File: config.mk
export PLATFORM = sky130hd
export DESIGN_NAME = cdb_arbiter
export DESIGN_NICKNAME = d
export VERILOG_FILES = /design/src/rtl/cdb_arbiter.sv
export SDC_FILE = /design/constraint.sdc
export NUM_CORES = 1
export LEC_CHECK = 0
export BUFFER_PORTS_ARGS = -buffer_cell sky130_fd_sc_hd__buf_2
export CELL_PAD_IN_SITES_DETAIL_PLACEMENT = 1
export CELL_PAD_IN_SITES_GLOBAL_PLACEMENT = 1
export CORE_MARGIN = 2
export CORE_UTILIZATION = 29
export DETAILED_ROUTE_END_ITERATION = 16
export PLACE_DENSITY = 0.9
export SETUP_SLACK_MARGIN = 0.05
export SLEW_MARGIN = 25
export SYNTH_ARGS = -nofsm -noshare
export SYNTH_HDL_FRONTEND = slang
export SYNTH_SLANG_ARGS = --single-unit
File: constraint.sdc
create_clock -name clk_in -period 3.7 [get_ports clk_in]
set_clock_uncertainty 0.2 [all_clocks]
set_input_delay 0.185 -clock clk_in [delete_from_list [all_inputs] [get_ports clk_in]]
set_output_delay 0.185 -clock clk_in [all_outputs]
set_load 0.02 [all_outputs]
File: src/rtl/cdb_arbiter.sv
// Common data bus arbiter: picks one completed functional-unit result per
// cycle with a rotating priority pointer and broadcasts it one cycle later.
module cdb_arbiter #(
  parameter int N_FU     = 5,
  parameter int DATA_W   = 32,
  parameter int ROB_IX_W = 3
) (
  input  logic                               clk_in,
  input  logic                               rst_n_in,
  input  logic                               flush_in,
  input  logic [N_FU-1:0]                    fu_valid_in,
  input  logic [N_FU-1:0][DATA_W-1:0]        fu_data_in,
  input  logic [N_FU-1:0][ROB_IX_W-1:0]      fu_rob_ix_in,
  output logic [N_FU-1:0]                    fu_read_out,
  output logic                               cdb_valid_out,
  output logic [DATA_W-1:0]                  cdb_value_out,
  output logic [ROB_IX_W-1:0]                cdb_rob_ix_out,
  output logic [2:0]                         cdb_src_out
);

  localparam int PTR_W = (N_FU > 1) ? $clog2(N_FU) : 1;
  localparam int CW    = PTR_W + 1;

  logic [PTR_W-1:0] r_rr_ptr;
  logic [CW-1:0]    w_cand;
  logic [PTR_W-1:0] w_cand_ix;
  logic [PTR_W-1:0] w_gnt_ix;
  logic             w_gnt_found;
  logic             w_arb_en;
  logic             w_grant_any;
  logic [PTR_W-1:0] w_next_ptr;
  logic [N_FU-1:0]  w_grant;

  // Reset and flush both suppress the pop strobe in the same cycle.
  assign w_arb_en    = rst_n_in & ~flush_in;
  assign w_grant_any = w_arb_en & w_gnt_found;

  // Search from the pointer upward, wrapping, and keep the first requester.
  always_comb begin
    w_gnt_found = 1'b0;
    w_gnt_ix    = '0;
    w_cand      = '0;
    w_cand_ix   = '0;
    for (int k = 0; k < N_FU; k++) begin
      w_cand = {1'b0, r_rr_ptr} + CW'(k);
      if (w_cand >= CW'(N_FU)) begin
        w_cand = w_cand - CW'(N_FU);
      end
      w_cand_ix = w_cand[PTR_W-1:0];
      if (!w_gnt_found && fu_valid_in[w_cand_ix]) begin
        w_gnt_found = 1'b1;
        w_gnt_ix    = w_cand_ix;
      end
    end
  end

  // One-hot pop strobe back to the granted FU.
  always_comb begin
    w_grant = '0;
    if (w_grant_any) begin
      w_grant[w_gnt_ix] = 1'b1;
    end
  end

  assign fu_read_out = w_grant;
  assign w_next_ptr  = (w_gnt_ix == PTR_W'(N_FU - 1)) ? '0 : w_gnt_ix + 1'b1;

  // Register the granted result onto the bus and advance the pointer.
  always_ff @(posedge clk_in) begin
    if (!rst_n_in) begin
      r_rr_ptr       <= '0;
      cdb_valid_out  <= 1'b0;
      cdb_value_out  <= '0;
      cdb_rob_ix_out <= '0;
      cdb_src_out    <= '0;
    end else if (flush_in) begin
      // Payload holds; only the strobe and the pointer are cleared.
      r_rr_ptr      <= '0;
      cdb_valid_out <= 1'b0;
    end else if (w_grant_any) begin
      r_rr_ptr       <= w_next_ptr;
      cdb_valid_out  <= 1'b1;
      cdb_value_out  <= fu_data_in[w_gnt_ix];
      cdb_rob_ix_out <= fu_rob_ix_in[w_gnt_ix];
      cdb_src_out    <= 3'(w_gnt_ix);
    end else begin
      cdb_valid_out <= 1'b0;
    end
  end

endmodule
# ---- Word level (Yosys, flattened, before mapping)
# Index checks and enable logic that the tools add are counted.
dict set report totals {
  ff_bits 42
}
dict set report op_classes {
  n_reduce_logical 11
  n_bitwise 4
  muxes 34
  n_addsub 10
  n_lt_le_gt_ge 12
  n_eq_ne 1
}
# cell n
set ops {}
lappend ops {{$bmux W32 S3} 1}
lappend ops {{$mux W3} 12}
lappend ops {{$mux W32} 1}
lappend ops {{$lt A3 B4 Y1 const B} 6}
lappend ops {{$ge A4 B3 Y1 const B} 4}
lappend ops {{$bmux W1 S3} 5}
lappend ops {{$sub A3 B3 Y3 const B} 5}
lappend ops {{$mux W1} 12}
lappend ops {{$bmux W3 S3} 1}
lappend ops {{$add A3 B2 Y4 const B} 2}
lappend ops {{$logic_and A1 B1 Y1} 5}
lappend ops {{$mux W5} 1}
lappend ops {{$add A3 B1 Y4 const B} 1}
lappend ops {{$add A3 B3 Y4 const B} 1}
lappend ops {{$logic_not A1 Y1} 4}
lappend ops {{$add A3 B1 Y3 const B} 1}
lappend ops {{$demux W1 S3} 1}
lappend ops {{$eq A3 B3 Y1 const B} 1}
lappend ops {{$ge A3 B1 Y1 const B} 1}
lappend ops {{$ge A3 B3 Y1 const B} 1}
lappend ops {{$and A1 B1 Y1} 2}
lappend ops {{$not A1 Y1} 2}
lappend ops {{$reduce_and A2 Y1} 1}
lappend ops {{$reduce_or A2 Y1} 1}

# ---- Depth between registers and ports, before layout
# Gate-level depths: netlist (run 1).
dict set report logic_depth {
  depth_word 22
  ltp_mapped 17
  mapped_depth_nobuf 13
}

# ---- Least setup slack after synthesis (run 1)
# No wires, ideal clock.
dict set report synth_timing {
  kind {register to output}
  startpoint {register r_rr_ptr[0]}
  endpoint {output fu_read_out[2]}
  setup_slack_ns -0.463
  required_time_ns 3.315
  path_stages_with_launch 15
  arrival_time_ns 3.778
  path_cell_list {dfxtp_1 buf_4 inv_2 ha_1 inv_1 fa_1 or2_2 a21bo_2 mux2_4 o221a_4 o211ai_1 a31oi_2 nor3_4 clkbuf_1 nor3b_1}
}
dict set report synth_between {
  elab_chain_cells 22
  word_cells_on_any_way 54
  cone_classes {add/sub: 9; order compare: 7; mux: 28; bitwise: 1; reduce/logical: 9}
}
# element line_no
set synth_rtl {}
lappend synth_rtl {{start, declared} 24} ;# logic [PTR_W-1:0] r_rr_ptr;
lappend synth_rtl {{start signal, assigned} 81} ;# r_rr_ptr <= w_next_ptr;
lappend synth_rtl {{parallel branches: the longest is 21 deep, another holds $add A3 B1 Y4} n/a}
lappend synth_rtl {{$mux W5 *} 60} ;# if (w_grant_any) begin
lappend synth_rtl {{end, declared} 14} ;# output logic [N_FU-1:0] fu_read_out,
# Mark *: on every way between the ends. The select of a mux whose other input is x is not followed.

# ---- Worst setup path after layout (run 1)
dict set report layout_timing {
  startpoint {register r_rr_ptr[1]}
  endpoint {output fu_read_out[3]}
}
# Same word-level chain as after synthesis.

==> out/qor.yml, run 1 <==
synthesis:
  yosys_warnings: 0
  synthesis.area_mm2: 0.00438
  syn-num-nets: 742
  synthArstFlopShare_pct: 0
  avgSynthCellArea_um2: 7.97
  synth_edf_count: 0
  yosysSeqAreaShare_pct: 19.2
  synth_top_cell_by_area: "dfxtp_1"
  syn_inst: 550
  synth_top_area_share_pct: 19.2
  ys_types: 64
  synth_area_leaders: "dfxtp_1 19%, o311ai_1 7.0%, nor2b_1 6.1%, a21boi_0 6.0%, and3_1 5.6%"
  postSynth.topFlopCell: "dfxtp_1"
  ys_seq_elements: 42
power_and_ir_drop:
  p_per_area_mw_per_mm2: 1030
  total_power_mw: 7.40
  max-vdd-ir-drop_v: 0.000552
  cellLeakagePower_nw: 3.12
placement:
  dp_worst_setup_slack_ps: -129
  place_congestion: 0.920
  hpwlAfterDp_um: 14400
  placement.io_buffers: 226
  place_inst: 946
cells_and_area:
  final_cell_mix: "221 x buf_2, 52 x buf_4, 48 x nand2_1"
  area_growth_pct: 64.2
  drive_above_1_share_pct: 53.3
  fillers: 1760
  finalNonFillerCells: 996
  multi_input_area_mm2: 0.00379
  layout.nets: 1002
  seqCellArea_um2: 852
  final_common_cell: "buf_2"
global_route:
  grt_remaining_overflow: 0
  grt_pass1_wl_um: 30000
  grt_use_total_pct: 23.2
  grt_max_degree: 64
  grt_pass1_vias: 5601
  antenna_found_initial: 1
drt:
  wl_um: 21600
  post-route-drc-count: 0
  drtIter0Drc: 328
  dr_total_vias: 5692
  antenna_left: 0
  avgRoutedWirePerCell_um: 21.6
  via_per_inst: 5.71
  drt_first_pass_iters: 5
worst_hold_path:
  min_to: "cdb_value_out[4]"
  hold_depth: 3
  hp-start: "fu_data_in[132]"
  hold_path.class: "in -> reg"
clock_tree:
  cts_buffers: 5
  clock-root-buffer: "clkbuf_16"
  cts_tree: "built"
  insertion_delay_ps: 290
  clock-sinks: 42
  htreeDepth: 2
  clockBufferDepth: 2
  clk_transition_reported_paths_ps: 60
floorplan:
  dieArea_mm2: 0.0161
  fp.dieW_um: 127
  io_pins: 227
  design.core.area_mm2: 0.0146
  rows: 44
  initial_core_util_pct: 29.9
  die_y_um: 127
worst_setup_path:
  worstPathRequired_ps: 3310
  crit_start: "r_rr_ptr[1]"
  r2r_setup_slack_ps: -20
  crit_path_start_kind: "flop"
  crit_fanout: 8
  rr_endpoint: "cdb_value_out[19]"
  critPathKind: "reg -> out"
  r2r_cells: 15
  rr_startpoint: "r_rr_ptr[0]"
  cp_data_arrival_time_ps: 3410
  endpoint_kind: "output port"
sta:
  tns_ps: -199
  slew_headroom_pct: 65.8
  hold_violations: 0
  setup_ws_ps: -94.0
  setup_violations: 4
  fmax_ghz: 0.264
  finalWorstPathRequiredPeriod_ps: 3790
  min_period_over_period_pct: 103
  finalHoldWorstSlack_ps: 33.0
  slew_violations: 0
  rsz0062_at_grt: "yes"
  worst_slew_pin_slew_ps: 511
job:
  max-cap-violations: 0
run_status:
  status: "finished with violations"
  violations: "negative setup slack"
## cell families after synthesis
group | Yosys count | share of synthesized area, %
flops | 42 | 19.2
fa+ha+maj | 9 | 2.74
buf+inv | 63 | 8.00
simple gates | 215 | 27.4
xor+xnor | 6 | 1.37
compound gates | 197 | 36.1
mux | 18 | 5.23
## per-stage QoR
step | utilization, % | area [um^2]
detailed placement | 40.9 | 5990
global placement | 40.9 | 5990
global route | 49.1 | 7190
floorplan | - | 4470
finish | 49.1 | 7190
CTS | 45.3 | 6630
## state kept, by name, indices dropped and copies added (netlist names)
| signal | count |
|---|---|
| cdb_valid_out | 1 |
| cdb_rob_ix_out | 3 |
| cdb_src_out | 3 |
| cdb_value_out | 32 |
| r_rr_ptr | 3 |
## power by group
part           switching (mW)  total [mW]  internal (mW)  leakage (nW)
Clock                   0.192       0.512          0.320        0.0781
Combinational            3.23        6.21           2.99          2.70
Sequential             0.0780       0.672          0.594         0.348
## metal layers
metal,vias up,wire length [um],global-route usage (%)
met5,-,0,0
met1,2744,8480,27.7
met4,0,824,8.92
li1,2611,-,-
met3,68,1330,4.51
met2,269,10900,41.2
## worst max path at each step
stage / slack [ps] / cells past startpoint / end
2_1_floorplan: 50 / 17 / cdb_value_out[24]
3_3_place_gp: -20 / 13 / cdb_value_out[3]
3_5_place_dp: -130 / 13 / cdb_value_out[3]
4_1_cts: -30 / 13 / fu_read_out[1]
5_1_grt: -240 / 13 / fu_read_out[3]
6_report: -90 / 13 / fu_read_out[3]
## what timing repair did
action / 4_1_cts / 5_1_grt
cloned: 0 / 7
hold buffers: 1 / 0
hold endpoints to repair: 1 / 0
gates resized for setup: 69 / 68
pin swaps: 25 / 39
buffers inserted: 23 / 12
endpoints found under the setup margin: 42 / 44
## area by class of cell
cell class,count,area share [%]
antenna,1,0.0348
clock buffer,7,1.84
clock inverter,1,0.417
inverter,7,0.504
multi-input combinational,445,52.7
sequential,42,11.8
tap,184,3.20
timing repair buffer,309,29.4
## synthesized netlist by cell type, types with 2 or more instances
library cell,number
a211oi_1,3
a21boi_0,35
a21o_1,5
a21oi_1,6
a221oi_1,26
a221oi_2,9
a22oi_1,2
a311o_1,2
a31o_2,2
a31oi_1,2
a31oi_2,2
and2_1,38
and3_1,39
buf_2,13
buf_4,10
buf_6,8
clkbuf_1,25
dfxtp_1,42
ha_1,8
inv_1,6
mux2_4,2
mux2i_1,12
mux4_2,3
nand2_1,48
nand2b_1,3
nand3_1,3
nand4_1,3
nor2_1,16
nor2b_1,43
nor3_1,7
o2111ai_1,2
o211ai_1,6
o21a_1,4
o21ai_0,10
o21ai_1,32
o311ai_1,35
or3_1,5
or4_1,3
xnor2_1,5
## worst max-delay path: stages (launching register included)
cell and delay (ps):
dfxtp_4 380, buf_12 150, ha_2 250, a2111oi_1 530, a211oi_1 130, a31oi_2 250
o21a_1 220, buf_4 150, nand4_1 180, a31oi_4 350, nor2_1 90, buf_4 160
and3_4 160, buf_6 120
Power figures use the tool's default switching activity.
==> inputs of run 2 (changes only) <==
- CORE_UTILIZATION: 29 -> 32
- PLACE_DENSITY: 0.9 -> 0.93
- clock period: 3.7 -> 4.2 ns (I/O delays scaled with it)
==> out/qor.yml, run 2 (synthesized netlist as in run 1, its figures left out) <==
drt:
  dr_total_vias: 5345
  via_per_inst: 5.65
  drt_first_pass_iters: 4
  drtIter0Drc: 427
  avgRoutedWirePerCell_um: 20.5
  antenna_left: 0
  post-route-drc-count: 0
  wl_um: 19400
worst_hold_path:
  hold_path.class: "in -> reg"
  hold_depth: 3
  hp-start: "fu_data_in[135]"
placement:
  placement.io_buffers: 226
  hpwlAfterDp_um: 13800
  placed_cell_area_mm2: 0.00572
  place_congestion: 0.861
  dp_worst_setup_slack_ps: 130
sta:
  slew_violations: 0
  setup_ws_ps: 187
  rsz0062_at_grt: "no"
  fmax_ghz: 0.249
  worst_slew_pin_slew_ps: 458
  hold_violations: 0
  min_period_over_period_pct: 95.5
  tns_ps: 0
  setup_violations: 0
  slew_headroom_pct: 69.3
  finalWorstPathRequiredPeriod_ps: 4010
floorplan:
  dieArea_mm2: 0.0146
  fp.dieW_um: 121
  io_pins: 227
  rows: 42
  die_y_um: 121
  design.core.area_mm2: 0.0133
  initial_core_util_pct: 33.0
cells_and_area:
  layout.nets: 961
  largest_register_ffs: 32
  final_common_cell: "buf_2"
  area_growth_pct: 40.3
  diodes: 0
  final_cell_mix: "226 x buf_2, 48 x nand2_1, 43 x nor2b_1"
  multi_input_area_mm2: 0.00329
  regMostFlops: "cdb_value_out"
  drive_above_1_share_pct: 42.2
  fillers: 1688
  design_area_mm2: 0.00615
  seqCellArea_um2: 845
power_and_ir_drop:
  total_power_mw: 5.14
  cellLeakagePower_nw: 2.77
  max-vdd-ir-drop_v: 0.000340
  p_per_area_mw_per_mm2: 835
worst_setup_path:
  slowest_delay_ps: 520
  crit_fanout: 13
  r2r_cells: 14
  path_cells: "buf_6 > inv_1 > ha_2 > a21o_1 > mux4_2 > mux2_4 > o2111ai_4 > and3_4 > nand4_1 > a32oi_4 > buf_12 > and2_1 > buf_2"
  endpoint_kind: "output port"
  crit_buf_inv: 4
  crit_path_start_kind: "flop"
  rr_startpoint: "r_rr_ptr[1]"
  critical_path_cell_count: 13
  cp_data_arrival_time_ps: 3600
  critPathKind: "reg -> out"
  crit_start: "r_rr_ptr[1]"
  crit_family: "multiplexers"
  worstPathRequired_ps: 3790
  cp_slowest_cell: "mux4_2"
clock_tree:
  clock-root-buffer: "clkbuf_16"
  cts_buffers: 5
  clock-sinks: 42
  cts_tree: "built"
  clk_transition_reported_paths_ps: 70
  insertion_delay_ps: 300
  clockBufferDepth: 2
  htreeDepth: 2
global_route:
  grt_remaining_overflow: 0
  grt_pass1_wl_um: 28800
  grt_pass1_vias: 5359
  antenna_found_initial: 1
  grt_use_total_pct: 25.0
  grt_max_degree: 62
job:
  max-cap-violations: 0
run_status:
  status: "complete, no violations"
run 2: changes by cell type in the layout (fill, tap and decap cells not counted), moves of 6 or more:
cell and change:
o21ai_2 -10, and3_4 -8, buf_4 -22, and3_1 +8, a221oi_1 +24, a221oi_2 -20, buf_6 -11, buf_12 -6
o21ai_1 +7, a21boi_0 +6
run 2: where the power goes:
group          leakage, nW  switching, mW  internal [mW]
clock               0.0781          0.183          0.282
sequential           0.347         0.0674          0.522
combinational         2.35           2.28           1.80
total                 2.77           2.53           2.60
run 2: final timing paths:
check | slack, ps | endpoint
hold reg to reg | 250 | cdb_src_out[0]
setup / recovery | 190 | fu_read_out[4]
setup reg to reg | 260 | r_rr_ptr[0]
hold / removal | 40 | cdb_value_out[7]
run 2: worst register-to-register path, stage by stage, from the launching register on:
cell       delay, ps
dfxtp_2          340
buf_6            130
inv_1            150
ha_2             350
or2_2            340
a21bo_2          220
mux2_4           270
o221a_4          280
a31o_2           200
a21oi_1          270
a32oi_4          120
buf_4            160
bufbuf_16        290
or3_1            360
a21oi_1          190
run 2: final cells by class:
| cell class | instances | area share (%) |
|---|---|---|
| Sequential cell | 42 | 13.7 |
| Inverter | 7 | 0.427 |
| Clock inverter | 1 | 0.488 |
| Timing Repair Buffer | 268 | 26.0 |
| Multi-Input combinational cell | 445 | 53.6 |
| Tap cell | 176 | 3.58 |
| Clock buffer | 7 | 2.16 |
run 2: through the flow:
| step | cells | hold slack [ps] | utilization, % |
|---|---|---|---|
| floorplan | 550 | 127 | - |
| global placement | 923 | 228 | 43.0 |
| global route | 946 | 50.2 | 46.2 |
| detailed placement | 923 | 242 | 43.0 |
| finish | 946 | 41.5 | 46.2 |
| CTS | 935 | 36.4 | 45.0 |
run 2: repair_timing:
action	CTS	global route
buffers inserted	1	10
setup endpoints to repair	4	38
hold buffers	1	0
pin swaps	2	7
endpoints found under the hold margin	1	0
gates cloned	2	1
resized for setup	5	17
run 2: per-layer routing:
metal / GRT usage (%) / share of wire, % / up-vias
met2: 43.4 / 50 / 219
met1: 30.6 / 40 / 2570
met5: 0 / 0.083 / -
met3: 5.36 / 7.2 / 34
met4: 7.85 / 2.4 / 2
li1: - / - / 2520
==> inputs of run 3 (changes only) <==
- CORE_ASPECT_RATIO: unset -> 1.25
- SETUP_SLACK_MARGIN: 0.05 -> 0.02
==> out/qor.yml, run 3 (synthesized netlist as in run 1, its figures left out) <==
sta:
  hold_violations: 0
  fmax_ghz: 0.245
  slew_violations: 0
  slew_headroom_pct: 71.1
  tns_ps: 0
  rsz0062_at_grt: "no"
  min_period_over_period_pct: 97.1
  setup_violations: 0
  finalWorstPathRequiredPeriod_ps: 4080
  worst_slew_pin_slew_ps: 433
worst_setup_path:
  critPathKind: "reg -> out"
  cp_data_arrival_time_ps: 3670
  worstPathRequired_ps: 3790
  cp_slowest_cell: "a311o_2"
  crit_fanout: 12
  crit_buf_inv: 4
  crit_family: "compound AO/OA/AOI/OAI gates"
  slowest_delay_ps: 470
  endpoint_kind: "output port"
  crit_path_start_kind: "flop"
  path_cells: "inv_4 > ha_1 > inv_1 > fa_2 > a211oi_2 > a21o_1 > mux2_4 > o221a_4 > a22o_1 > a311o_2 > nand2_4 > buf_12 > and3_1 > buf_2"
global_route:
  grt_max_degree: 50
  antenna_found_initial: 0
  grt_use_total_pct: 23.3
  grt_pass1_wl_um: 27100
  grt_remaining_overflow: 0
  grt_pass1_vias: 5409
clock_tree:
  cts_tree: "built"
  cts_buffers: 5
  clockBufferDepth: 2
  clk_transition_reported_paths_ps: 70
  clock-root-buffer: "clkbuf_16"
  clock-sinks: 42
  htreeDepth: 2
  insertion_delay_ps: 280
run_status:
  status: "complete, no violations"
placement:
  place_congestion: 0.919
  hpwlAfterDp_um: 13700
  placement.io_buffers: 226
floorplan:
  io_pins: 227
  rows: 47
  dieArea_mm2: 0.0147
  die_y_um: 135
  initial_core_util_pct: 33.0
  design.core.area_mm2: 0.0133
  fp.dieW_um: 109
cells_and_area:
  layout.nets: 959
  area_growth_pct: 40.5
  regMostFlops: "cdb_value_out"
  fillers: 1714
  largest_register_ffs: 32
  final_common_cell: "buf_2"
  final_cell_mix: "225 x buf_2, 48 x nand2_1, 43 x nor2b_1"
  fin_util_pct: 46.3
  diodes: 0
  drive_above_1_share_pct: 41.5
drt:
  drt_first_pass_iters: 5
  via_per_inst: 5.73
  drtIter0Drc: 406
  wl_um: 18700
  dr_total_vias: 5378
  antenna_left: 0
  avgRoutedWirePerCell_um: 19.9
  post-route-drc-count: 0
job:
  max-cap-violations: 0
power_and_ir_drop:
  cellLeakagePower_nw: 2.79
  p_per_area_mw_per_mm2: 832
  max-vdd-ir-drop_v: 0.000316
worst_hold_path:
  hold_path.class: "in -> reg"
==> run 3: power breakdown <==
part           internal (mW)  total [mW]  switching [mW]
Sequential             0.522       0.582          0.0603
Combinational           1.77        4.03            2.26
Clock                  0.342       0.514           0.172
==> run 3: final cells by class <==
cell class                 count  area [um^2]  area share (%)
clock buffer                   5          125            2.03
clock inverter                 3         68.8            1.12
tap                          171          214            3.48
inverter                       7         28.8           0.468
multi-input combinational    445         3260            53.0
sequential                    42          848            13.8
timing repair buffer         266         1610            26.1
==> run 3: worst reg2reg max path: stages (launching register included) <==
cell      delay [ps]
dfxtp_4          360
inv_4             70
ha_1             130
inv_1             50
fa_2             430
a211oi_2         280
a21o_1           180
mux2_4           330
o221a_4          280
a22o_1           190
a311o_2          470
buf_12           160
buf_4            160
and3_1           170
o21ai_1          240
o311ai_1         140
==> run 3: final timing paths <==
| check | from | endpoint | slack [ps] | cells past startpoint |
|---|---|---|---|---|
| setup / recovery | r_rr_ptr[0] | fu_read_out[3] | 120 | 14 |
| hold / removal | fu_data_in[153] | cdb_value_out[25] | 40 | 3 |
| setup reg to reg | r_rr_ptr[0] | cdb_value_out[0] | 230 | 15 |
| hold reg to reg | cdb_src_out[1] | cdb_src_out[1] | 250 | 1 |
==> run 3: timing repair <==
| action | CTS | global route |
|---|---|---|
| gates cloned | 0 | 3 |
| endpoints found under the hold margin | 1 | 0 |
| endpoints found under the setup margin | 5 | 5 |
| buffers inserted | 0 | 7 |
| pin swaps | 1 | 6 |
| hold buffers | 1 | 0 |
| gates resized for setup | 6 | 11 |
==> run 3: stage by stage <==
stage	hold slack (ps)	instances	power, mW	setup WS (ps)	cell area, um^2
6_report	42.1	939	5.12	123	6150
5_1_grt	61.6	939	5.48	1.69	6150
4_1_cts	41.9	929	4.79	8.74	5990
3_5_place_dp	238	920	4.24	74.2	5770
3_3_place_gp	227	920	4.12	196	5770
2_1_floorplan	127	550	3.29	67.2	4390
==> run 3: layer usage <==
| layer | vias to the layer above | share of wire, % | track usage, % |
|---|---|---|---|
| met1 | 2591 | 39 | 26.3 |
| met3 | 47 | 6.5 | 3.96 |
| met4 | 0 | 3.3 | 10.1 |
| met2 | 229 | 51 | 42.4 |
| li1 | 2511 | - | - |
| met5 | - | 0 | 0 |
